--- config.mk ---
export PLATFORM = sky130hd
export DESIGN_NAME = breakout_game_ctrl
export DESIGN_NICKNAME = d
export VERILOG_FILES = /design/src/rtl/breakout_game_ctrl.sv
export SDC_FILE = /design/constraint.sdc
export NUM_CORES = 1
export LEC_CHECK = 0
export CORE_MARGIN = 1
export CORE_UTILIZATION = 45
export CTS_BUF_LIST = sky130_fd_sc_hd__clkbuf_8
export DETAILED_ROUTE_END_ITERATION = 12
export HOLD_SLACK_MARGIN = 0.15
export PLACE_DENSITY = 0.72
export RECOVER_POWER = 25
export SLEW_MARGIN = 20
export SYNTH_ARGS = -nofsm -noshare
export SYNTH_HDL_FRONTEND = slang
export SYNTH_SLANG_ARGS = --single-unit
--- constraint.sdc ---
create_clock -name pix_clk -period 4.6 [get_ports pix_clk]
set_clock_uncertainty 0.1 [all_clocks]
set_input_delay 0.92 -clock pix_clk [delete_from_list [all_inputs] [get_ports pix_clk]]
set_output_delay 0.92 -clock pix_clk [all_outputs]
set_load 0.03 [all_outputs]
--- src/rtl/breakout_game_ctrl.sv ---
// breakout_game_ctrl: per-frame tick, game state machine, lives/score/ball speed for the breakout datapath.
// Define BRK_SCORE_BCD_EN for a 4-digit packed-BCD score; the default build keeps a saturating binary score.
module breakout_game_ctrl #(
  parameter int unsigned H_RES        = 640,
  parameter int unsigned V_RES        = 480,
  parameter int unsigned LIVES        = 3,
  parameter int unsigned SERVE_FRAMES = 60,
  parameter int unsigned SPEED_INIT   = 5,
  parameter int unsigned SPEED_MAX    = 9,
  parameter int unsigned HITS_PER_UP  = 4,
  parameter int unsigned BRICK_PTS    = 10
) (
  input  logic        pix_clk,
  input  logic        reset_n,
  input  logic [9:0]  hcount,
  input  logic [9:0]  vcount,
  input  logic        btn_left,
  input  logic        btn_right,
  input  logic        brick_hit,
  input  logic        ball_miss,
  input  logic        bricks_clear,
  output logic        frame_tick,
  output logic [2:0]  state,
  output logic        play_en,
  output logic        serve_load,
  output logic [2:0]  lives,
  output logic [15:0] score,
  output logic [3:0]  ball_speed
);

  localparam int unsigned CNT_W   = 8;
  localparam int unsigned CNT_V_W = 10;
  localparam int unsigned SCORE_W = 16;
  localparam int unsigned SUM_W   = SCORE_W + 1;
  localparam int unsigned SPEED_W = 4;
  localparam int unsigned LIVES_W = 3;
`ifdef BRK_SCORE_BCD_EN
  localparam logic [SCORE_W-1:0] PTS_BCD = {8'h00, 4'(BRICK_PTS / 10), 4'(BRICK_PTS % 10)};
`endif

  typedef enum logic [2:0] {
    IDLE  = 3'd0,
    SERVE = 3'd1,
    PLAY  = 3'd2,
    WIN   = 3'd3,
    OVER  = 3'd4
  } state_t;

  state_t               state_q, state_d;
  logic [CNT_W-1:0]     serve_cnt, serve_cnt_d;
  logic [CNT_W-1:0]     hit_cnt, hit_cnt_d;
  logic                 btn_prev, btn_prev_d;
  logic [LIVES_W-1:0]   lives_d;
  logic [SCORE_W-1:0]   score_d;
  logic [SPEED_W-1:0]   speed_d;
  logic                 serve_load_d;
  logic                 frame_hit_c;
  logic                 btn_c;
  logic                 start_c;
  logic                 new_game_c;

  // Saturating score increment by BRICK_PTS in the configured number format.
  function automatic logic [SCORE_W-1:0] add_points(input logic [SCORE_W-1:0] s);
`ifdef BRK_SCORE_BCD_EN
    logic [SCORE_W-1:0] r;
    logic [4:0]         d;
    logic               c;
    r = '0;
    c = 1'b0;
    for (int i = 0; i < 4; i++) begin
      d = 5'(s[4*i +: 4]) + 5'(PTS_BCD[4*i +: 4]) + 5'(c);
      c = (d > 5'd9);
      if (c) d = d - 5'd10;
      r[4*i +: 4] = d[3:0];
    end
    return c ? 16'h9999 : r;
`else
    logic [SUM_W-1:0] t;
    t = SUM_W'(s) + SUM_W'(BRICK_PTS);
    return t[SCORE_W] ? 16'hFFFF : t[SCORE_W-1:0];
`endif
  endfunction

  assign frame_hit_c = (hcount == '0) && (hcount < CNT_V_W'(H_RES)) && (vcount == CNT_V_W'(V_RES));
  assign btn_c       = btn_left | btn_right;
  assign start_c     = frame_tick & btn_c & ~btn_prev;
  assign state       = state_q;
  assign play_en     = (state_q == PLAY);

  always_ff @(posedge pix_clk or negedge reset_n) begin
    if (!reset_n) begin
      state_q    <= IDLE;
      frame_tick <= 1'b0;
      serve_load <= 1'b0;
      lives      <= '0;
      score      <= '0;
      ball_speed <= SPEED_W'(SPEED_INIT);
      serve_cnt  <= '0;
      hit_cnt    <= '0;
      btn_prev   <= 1'b0;
    end else begin
      state_q    <= state_d;
      frame_tick <= frame_hit_c;
      serve_load <= serve_load_d;
      lives      <= lives_d;
      score      <= score_d;
      ball_speed <= speed_d;
      serve_cnt  <= serve_cnt_d;
      hit_cnt    <= hit_cnt_d;
      btn_prev   <= btn_prev_d;
    end
  end

  always_comb begin
    state_d     = state_q;
    serve_cnt_d = serve_cnt;
    hit_cnt_d   = hit_cnt;
    btn_prev_d  = btn_prev;
    lives_d     = lives;
    score_d     = score;
    speed_d     = ball_speed;
    new_game_c  = 1'b0;

    if (frame_tick) btn_prev_d = btn_c;

    case (state_q)
      IDLE, WIN, OVER: new_game_c = start_c;
      SERVE: begin
        if (frame_tick) begin
          if (start_c || serve_cnt == CNT_W'(1)) state_d = PLAY;
          else serve_cnt_d = serve_cnt - CNT_W'(1);
        end
      end
      PLAY: begin
        // brick_hit always scores; clear beats miss for the state change
        if (brick_hit) begin
          score_d = add_points(score);
          if (hit_cnt == CNT_W'(HITS_PER_UP - 1)) begin
            hit_cnt_d = '0;
            if (ball_speed < SPEED_W'(SPEED_MAX)) speed_d = ball_speed + SPEED_W'(1);
          end else begin
            hit_cnt_d = hit_cnt + CNT_W'(1);
          end
        end
        if (bricks_clear) begin
          state_d = WIN;
        end else if (ball_miss) begin
          if (lives == LIVES_W'(1)) begin
            lives_d = '0;
            state_d = OVER;
          end else begin
            lives_d     = lives - LIVES_W'(1);
            serve_cnt_d = CNT_W'(SERVE_FRAMES);
            state_d     = SERVE;
          end
        end
      end
      default: state_d = IDLE;
    endcase

    if (new_game_c) begin
      state_d     = SERVE;
      lives_d     = LIVES_W'(LIVES);
      score_d     = '0;
      speed_d     = SPEED_W'(SPEED_INIT);
      hit_cnt_d   = '0;
      serve_cnt_d = CNT_W'(SERVE_FRAMES);
    end

    serve_load_d = (state_d == SERVE) && (state_q != SERVE);
  end

endmodule

==> results.txt <==
Remaining Overflow, GRT -> 0
Max-cap viol count -> 1
Post-synth net total -> 306
Placed instance area -> 3230 sq um
DRT Wirelength -> 5640 um
Share of cells above drive strength 1 -> 0.0982
Reg2reg setup slack -> 2250 ps
Synth Area in Adders -> 0.0381
Place WS -> 1530 ps
DR iter-0 viols -> 121
Cell Area, Synth -> 2630 sq um
Setup TNS -> 0 ps
Minimum clock period -> 3070 ps
Vias in the first global route -> 2,114
Die Ht -> 78.4 um
Gr usage total -> 0.198
Yosys top cell by area -> dfrtp_1
Vias -> 2,277
FF-to-FF End -> score[5]
Switch share -> 0.289
Critical path capture point type -> output pin
Residual DRC count -> 0
Filler cells -> 516
Top-area cell type share of the netlist area -> 0.410
Flop pwr share -> 0.532
CP cell instances -> nor3b_4, clkdlybuf4s50_1
Max Freq -> 326 MHz
Routability congestion estimate from global placement -> 0.758
Worst Setup Start Kind -> flip-flop
Vias per Instance -> 5.72
Power Density -> 252 nW/um^2
TritonCTS Sinks -> 45
CTS tree -> yes
Post-synthesis mux area share -> 0.0157
Post-synth top flop -> dfrtp_1
Number of flops mapped to enable cells by yosys -> 0
Initial Util -> 0.471
Lkg Pwr -> 0.00136 uW
Fin nets -> 360
Cells after Synth -> 271
Final hold vios -> 0
Simple-Gate Fraction of Synth Area -> 0.291
Clock power frac -> 0.289
Largest net degree at the start of global routing -> 46
H-tree levels -> 2
Sw Pwr -> 240 uW
Top cells by area, synth -> dfrtp_1 (41%), nor2_1 (4.1%), ha_1 (3.8%)
Compound-Gate Fraction of Synth Area -> 0.178
Total of warnings raised by yosys -> 0
Number of distinct library cells after synthesis -> 66
Mean Syn Cell Area -> 9.69 sq um
Worst VDD drop -> 0.127 mV
Core area -> 5570 sq um
Crit Path Category -> flip-flop to output pin
Clock-pin transition on the worst setup and hold timing paths -> 90 ps
Area growth syn-to-layout -> 26.0%
Internal power -> 592 uW
Initial antenna violation count -> 0
Reg2Reg Depth -> 5
Final worst-path cycle share -> 0.666
Failing checks -> max-capacitance violations, max-slew violations
# setup viols final -> 0
Setup slack after layout -> 1530 ps
Yosys reg bits -> 45
Most common cell after layout, fill and taps aside -> clkdlybuf4s50_1
CP Data Arrival Time -> 2050 ps
Total chip power -> 832 uW
Ant diodes -> 0
Critical Path RT -> 3580 ps
CP peak stage delay -> 750 ps
Slew Limit Fails -> 46
CTS Root Cell -> clkbuf_8
Dpl hpwl -> 4050 um
HP Class -> flip-flop to flip-flop
Crit path from -> state[1]
Post-synth ARST share -> 1.00
Relative slew slack -> -0.619
# IOs -> 56
Largest family of logic cells by synthesized area -> simple AND/OR/NAND/NOR gates
Result of the run -> finished with violations
Max clock buf depth -> 2
Number of post-CTS setup repair buffers -> 0
Commonest cells after routing, fill and taps aside -> clkdlybuf4s50_1 (54), dfrtp_1 (43), nor2_1 (29)
Combinational power share -> 0.179
ANT nets after route -> 0
Critical R2R Launch -> state[0]
Port buffer count -> 55
Hold Crit Start -> score[0]
Die X -> 78.4 um
DRT Pass-1 Iters -> 4
CTS Hold Buffers Added -> 0
Cts bufs inserted -> 5
Unrepaired setup endpoints after global routing -> false
Post-Synth XOR/XNOR Area -> 0.0167
Die footprint -> 6150 sq um
Worst-Margin Slew -> 2430 ps
WHS Endpoint -> score[0]
CP max FO -> 10
Min-Delay Path Depth -> 2
Cell area after layout -> 3310 sq um
First-pass GRT wire length -> 9820 um
Resize count post-CTS -> 0
Rows -> 27
WL/cell -> 14.2 um
Slowest cell on the critical path -> clkdlybuf4s50_1
Clock Latency Late Sink -> 300 ps
Seq/Total Area, Yosys -> 0.430
## synth_stat cells (4+ instances only)
cell and count:
nor2_1 29, ha_1 8, inv_1 8, o311ai_1 5, nor3_1 11, nand3_1 14, buf_2 4, o211ai_1 7
dfrtp_1 43, xor2_1 4, and3_1 7, and4_1 4, nor2b_1 4, nand4_1 7, a211oi_2 4, a21oi_1 10
nand2_1 23, o21ai_1 10
## metrics by stage
step           cells  utilization  hold WS (ps)
3_5_place_dp     390        0.579           386
2_1_floorplan    271            -           350
4_1_cts          398        0.594           406
6_report         398        0.593           407
5_1_grt          398        0.593           436
3_3_place_gp     390        0.579           382
## power by group through the flow
stage / Clock, uW / Sequential [uW] / Combinational (uW)
global placement: 0 / 450 / 148
global route: 259 / 447 / 164
detailed placement: 0 / 450 / 151
floorplan: 0 / 460 / 74.2
CTS: 245 / 443 / 152
finish: 240 / 443 / 149
## worst max path at each step
stage	to	slack, ps	depth (start not counted)
6_report	play_en	1530	2
5_1_grt	serve_cnt[2]	1230	1
4_1_cts	play_en	1510	2
3_5_place_dp	serve_cnt[7]	1530	6
3_3_place_gp	serve_cnt[7]	1580	6
2_1_floorplan	serve_cnt[2]	2310	6
## logic make-up after synthesis
kind of cell / Yosys count
AO/OA/AOI/OAI: 62
XOR/XNOR: 5
adder cells (fa/ha/maj): 8
buffers and inverters: 17
flip-flops: 45
multiplexers: 4
AND/OR/NAND/NOR: 130
## state kept, by name, indices dropped and copies added (netlist names)
| signal | flops |
|---|---|
| ball_speed | 4 |
| btn_prev | 1 |
| frame_tick | 1 |
| hit_cnt | 8 |
| lives | 3 |
| score | 16 |
| serve_cnt | 8 |
| serve_load | 1 |
| state | 3 |
## cell type report
cell class	count	area, sq um	share of cell area
Inverter	8	30.0	0.00908
Timing Repair Buffer	56	552	0.167
Clock buffer	5	68.8	0.0208
Multi-Input combinational cell	209	1420	0.430
Sequential cell	45	1130	0.341
Tap cell	72	90.1	0.0272
Clock inverter	3	15.0	0.00454
## routing by layer
layer / track usage / vias up / part of all wire
li1: - / 1112 / -
met1: 0.259 / 1098 / 0.47
met2: 0.344 / 62 / 0.47
met3: 0.0384 / 5 / 0.048
met4: 0.0333 / 0 / 0.0060
met5: 0 / - / 0
## worst max-delay path, delay by kind of cell, from the launching register on
family	cells	cell delay (ps)
buffers and inverters	1	750
AND/OR/NAND/NOR	1	450
flip-flops	1	540
No activity file was read; power rests on OpenSTA's default activity.
